==> src/rtl/regn_pipe.sv <==
// regn_pipe: fixed-latency register pipeline with per-stage valid, stall, flush and occupancy count
module regn_pipe #(
   parameter int WIDTH = 4,
   parameter int DEPTH = 3,
   parameter logic [WIDTH-1:0] RESET_VAL = '0,
   localparam int CW = $clog2(DEPTH+1)
) (
   input  logic             clk,
   input  logic             reset,
   input  logic [WIDTH-1:0] d,
   input  logic             valid_in,
   input  logic             stall,
   input  logic             flush,
   output logic [WIDTH-1:0] q,
   output logic             valid_out,
   output logic [CW-1:0]    count
);
   logic [WIDTH-1:0] data [DEPTH];
   logic [DEPTH-1:0] vld;
   always_ff @(posedge clk) begin
      if (reset || flush) begin
         data  <= '{default: RESET_VAL};
         vld   <= '0;
         count <= '0;
      end else if (!stall) begin
         for (int i = DEPTH-1; i > 0; i--) begin
            data[i] <= data[i-1];
            vld[i]  <= vld[i-1];
         end
         data[0] <= d;
         vld[0]  <= valid_in;
         // count tracks popcount(vld): one word enters, the last stage's word leaves
         count   <= count + CW'(valid_in) - CW'(vld[DEPTH-1]);
      end
   end
   assign q         = data[DEPTH-1];
   assign valid_out = vld[DEPTH-1];
endmodule
==> config.mk <==
export PLATFORM = sky130hd
export DESIGN_NAME = regn_pipe
export DESIGN_NICKNAME = d
export VERILOG_FILES = /design/src/rtl/regn_pipe.sv
export SDC_FILE = /design/constraint.sdc
export NUM_CORES = 1
export LEC_CHECK = 0
export CORE_UTILIZATION = 45
export CTS_CLUSTER_SIZE = 24
export DETAILED_ROUTE_END_ITERATION = 12
export PLACE_DENSITY = 0.73
export SETUP_SLACK_MARGIN = 0.3
export SLEW_MARGIN = 20
export SYNTH_ARGS = -nofsm -noshare
export SYNTH_HDL_FRONTEND = slang
export SYNTH_SLANG_ARGS = --single-unit
==> constraint.sdc <==
create_clock -name clk -period 2.82 [get_ports clk]
set_clock_uncertainty 0.1 [all_clocks]
set_input_delay 0.564 -clock clk [delete_from_list [all_inputs] [get_ports clk]]
set_output_delay 0.564 -clock clk [all_outputs]
set_load 0.005 [all_outputs]
## Word-level counts from Yosys, hierarchy flattened

Cells that the tools add are included.

- Reductions and logical operators: 1
- Add/sub/neg operators: 2

Operators by type and width:

| kind | count |
|---|---|
| 2-bit by 1-bit adder with 2-bit output | 1 |
| 2-bit by 1-bit subtractor with 2-bit output | 1 |
| 1-bit logical OR | 1 |

- Logic and storage cells: 8
- Register bits: 17
- Input port bits: 9

## Depth between registers and ports, before layout

- Depth after elaboration: 2
- Gate-level depth with buffers: 7
- Depth with buffers taken out: 7

## Worst setup path after synthesis

Ideal clock, no wire load.

- Path kind: register to register
- Start point: register count[0]
- End point: register count[1]
- Buffers on the path: 0
- Data required time: 2.650 ns
- Cell stages (with the launch flop): 8
- Setup time: 0.070 ns
- Slack: 1.268 ns
- Period minus slack after synthesis: 1.552 ns
- Arrival time: 1.382 ns
- Cells stage by stage: dfxtp_1 -> inv_1 -> ha_1 -> inv_1 -> ha_1 -> xnor2_1 -> or3_1 -> a21oi_1

- Longest elaborated chain between the ends: 2

Ends and longest elaborated chain:

| item | RTL line | RTL |
|---|---|---|
| from (decl) | 16 | `output logic [CW-1:0] count` |
| from (signal assigned) | 33 | `count <= count + CW'(valid_in) - CW'(vld[DEPTH-1]);` |
| 2-bit by 1-bit adder with 2-bit output | 33 |  |
| 2-bit by 1-bit subtractor with 2-bit output | 33 |  |

Every way passes these cells.
A chain may end at the register's enable or synchronous reset.

## Final worst setup path

- Start point: register vld[2]
- End point: output port valid_out

RTL lines:

| item | RTL line | RTL |
|---|---|---|
| from (decl) | 19 | `logic [DEPTH-1:0] vld;` |
| from (signal, indexed assignment) | 28 | `vld[i] <= vld[i-1];` |
| to (decl) | 15 | `output logic valid_out,` |

No word-level cell between the ends.

==> flow_metrics.env <==
export IMPL_ir_drop_mv=0.258
export IMPL_postLayoutSetupSlackWorst_ps=994
export IMPL_seq_power_share=0.604
export IMPL_start_kind="flip-flop"
export IMPL_drt_total_wl_um=970
export IMPL_die_y_um=41.0
export IMPL_antenna_cells=0
export IMPL_start_util=0.506
export IMPL_grt_usage=0.136
export IMPL_path_clk_slew_ps=90
export IMPL_tns_ps=0
export IMPL_cts_resized=0
export IMPL_post_dp_hpwl_um=675
export IMPL_drive_above_1_share=0.0641
export IMPL_die_w_um=41.0
export IMPL_power_frac_comb=0.088
export IMPL_cts_buffer_depth=2
export IMPL_cts_hold_buffers=0
export IMPL_status="complete, no violations"
export IMPL_die_area_sq_um=1680
export IMPL_cts_setup_buffers=0
export IMPL_p_int_w=0.000317
export IMPL_criticalPathCategory="reg -> out"
export IMPL_period_share=0.648
export IMPL_boundaryPins=16
export IMPL_tritoncts_num_buffers=3
export IMPL_fin_crit_ps=1830
export IMPL_p_switching_w=0.0000895
export IMPL_switching_share=0.220
export IMPL_vias_per_cell=4.90
export IMPL_detail_route_drc_violations=0
export IMPL_num_vias=456
export IMPL_hold_violations=0
export IMPL_antenna_found_initial=0
export IMPL_nFillCells=129
export IMPL_finalNonFillerCells=93
export IMPL_wl_met2_um=493
export IMPL_seq_area_frac_synth=0.498
export IMPL_core_area_sq_um=1350
export IMPL_place_ws_ps=875
export IMPL_area_growth_pct=21.2
export IMPL_path_max_fanout=3
export IMPL_postRouteAntennaNets=0
export IMPL_crit_family="buffers and inverters"
export IMPL_synth_area_leaders="dfxtp_1 (50%), mux2i_1 (23%), nor2_1 (8.8%)"
export IMPL_worst_path_buf_inv=1
export IMPL_drt_first_pass_iters=2
export IMPL_cpMaxStageDelayCell="clkdlybuf4s50_1"
export IMPL_worst_pin_slew_ps=550
export IMPL_setup_violations=0
export IMPL_p_per_area_nw_per_um2=491
export IMPL_path_cells="clkdlybuf4s50_1"
export IMPL_nets=90
export IMPL_grt_max_degree=19
export IMPL_cts_tree="built"
export IMPL_rows=13
export IMPL_clockRootBuffer="clkbuf_4"
export IMPL_yosysTopAreaCell="dfxtp_1"
export IMPL_syn_inst=66
export IMPL_leakage_nw=0.352
export IMPL_wl_per_cell_um=10.4
export IMPL_grt_pass1_wl_mm=1.40
export IMPL_slew_headroom=0.633
export IMPL_placed_area_sq_um=801
export IMPL_clock_fmax_mhz=548
export IMPL_syn_cell_area_sq_um=683
export IMPL_place_congestion=0.586
export IMPL_met3_length_um=28
export IMPL_grt_pass1_vias=370
export IMPL_clk_latency_ps=280
export IMPL_rsz0062_at_grt="no"
export IMPL_ys_warn_count=0
export IMPL_cp_end_kind="output port"
export IMPL_overflow=0
export IMPL_avgSynthCellArea_sq_um=10.4
export IMPL_clkPwrFrac=0.309
export IMPL_synth_seq_cells=17
export IMPL_required_ps=2160
export IMPL_hp_class="reg -> reg"
export IMPL_synth_distinct_cells=13
export IMPL_synth_top_cell_area_share=0.498
export IMPL_drt_iter0_drc=3
export IMPL_arrival_ps=1160
export IMPL_htree_levels=1
export IMPL_clock_sinks=17
export IMPL_stdcell_area_sq_um=828
export IMPL_highest_layer="met4"
export IMPL_slew_viol_final=0
export IMPL_crit_path_max_incr_delay_ps=520
export IMPL_maxCapViolations=0
export IMPL_m1WireLength_um=436
export IMPL_synth_fp_nets=77
export IMPL_numPortBuffers=15
export IMPL_dp_cells=89
[kinds of logic after synthesis]
| kind of cell | after synthesis | share of synthesized area |
|---|---|---|
| adders and majority gates | 2 | 0.0366 |
| xor gates and xnor gates | 1 | 0.0128 |
| AOI/OAI and AO/OA | 2 | 0.0146 |
| muxes | 16 | 0.234 |
| DFF | 17 | 0.498 |
| buffers and inverters | 10 | 0.0971 |
| and+or+nand+nor | 18 | 0.106 |
[flip-flops by register name (all words and copies together), names as in the netlist]
name,flops
data,8
q,4
count,2
vld,3
[path summary, 6_finish.rpt]
check           start   endpoint  slack [ps]  cells after the start
min reg2reg  count[1]   count[1]         390                      2
max reg2reg  count[0]   count[1]        1210                      7
max            vld[2]  valid_out         990                      1
min          count[1]   count[1]         390                      2
[through the flow]
step / util / total power, W / hold slack, ps
after floorplan: - / 0.000274 / 360
after global placement: 0.593 / 0.000287 / 371
after detailed placement: 0.593 / 0.000287 / 380
after CTS: 0.614 / 0.000415 / 403
after global routing: 0.614 / 0.000429 / 420
final: 0.614 / 0.000407 / 394
[placed cells by master, fill, tap and decap left out, drive strengths merged, types with 2 or more instances in the layout]
| cell type | synthesis | layout |
|---|---|---|
| dfxtp | 17 | 17 |
| mux2i | 16 | 16 |
| nor2 | 16 | 16 |
| clkdlybuf4s50 | 0 | 15 |
| clkbuf | 0 | 3 |
| inv | 2 | 2 |
| ha | 2 | 2 |
[synthesized netlist by cell type, drive strengths merged]
cell type	instances
mux2i	16
o21ai	1
inv	2
or2	1
buf	8
xnor2	1
or3	1
a21oi	1
dfxtp	17
ha	2
nor2	16
[metal layers]
layer	GRT usage	up-vias
met5	0	-
met4	0.125	0
met3	0.0326	2
met2	0.227	8
met1	0.137	213
li1	-	233
[final cells by class]
class	count	area [sq um]	area share
multi-input cells	39	277	0.334
repair buffers	16	158	0.190
well taps	15	18.8	0.0227
clock inverters	1	5.00	0.00604
flip-flops and latches	17	340	0.411
inverters	2	7.51	0.00906
clock buffers	3	22.5	0.0272
[power by group through the flow]
stage                     registers [W]  clock network [W]   logic, W
after global placement         0.000251                  0  0.0000357
after floorplan                0.000251                  0  0.0000229
after CTS                      0.000246           0.000133  0.0000362
final                          0.000245           0.000126  0.0000356
after global routing           0.000246           0.000144  0.0000385
after detailed placement       0.000251                  0  0.0000361
Note: power is estimated with default switching activity, not from simulation.
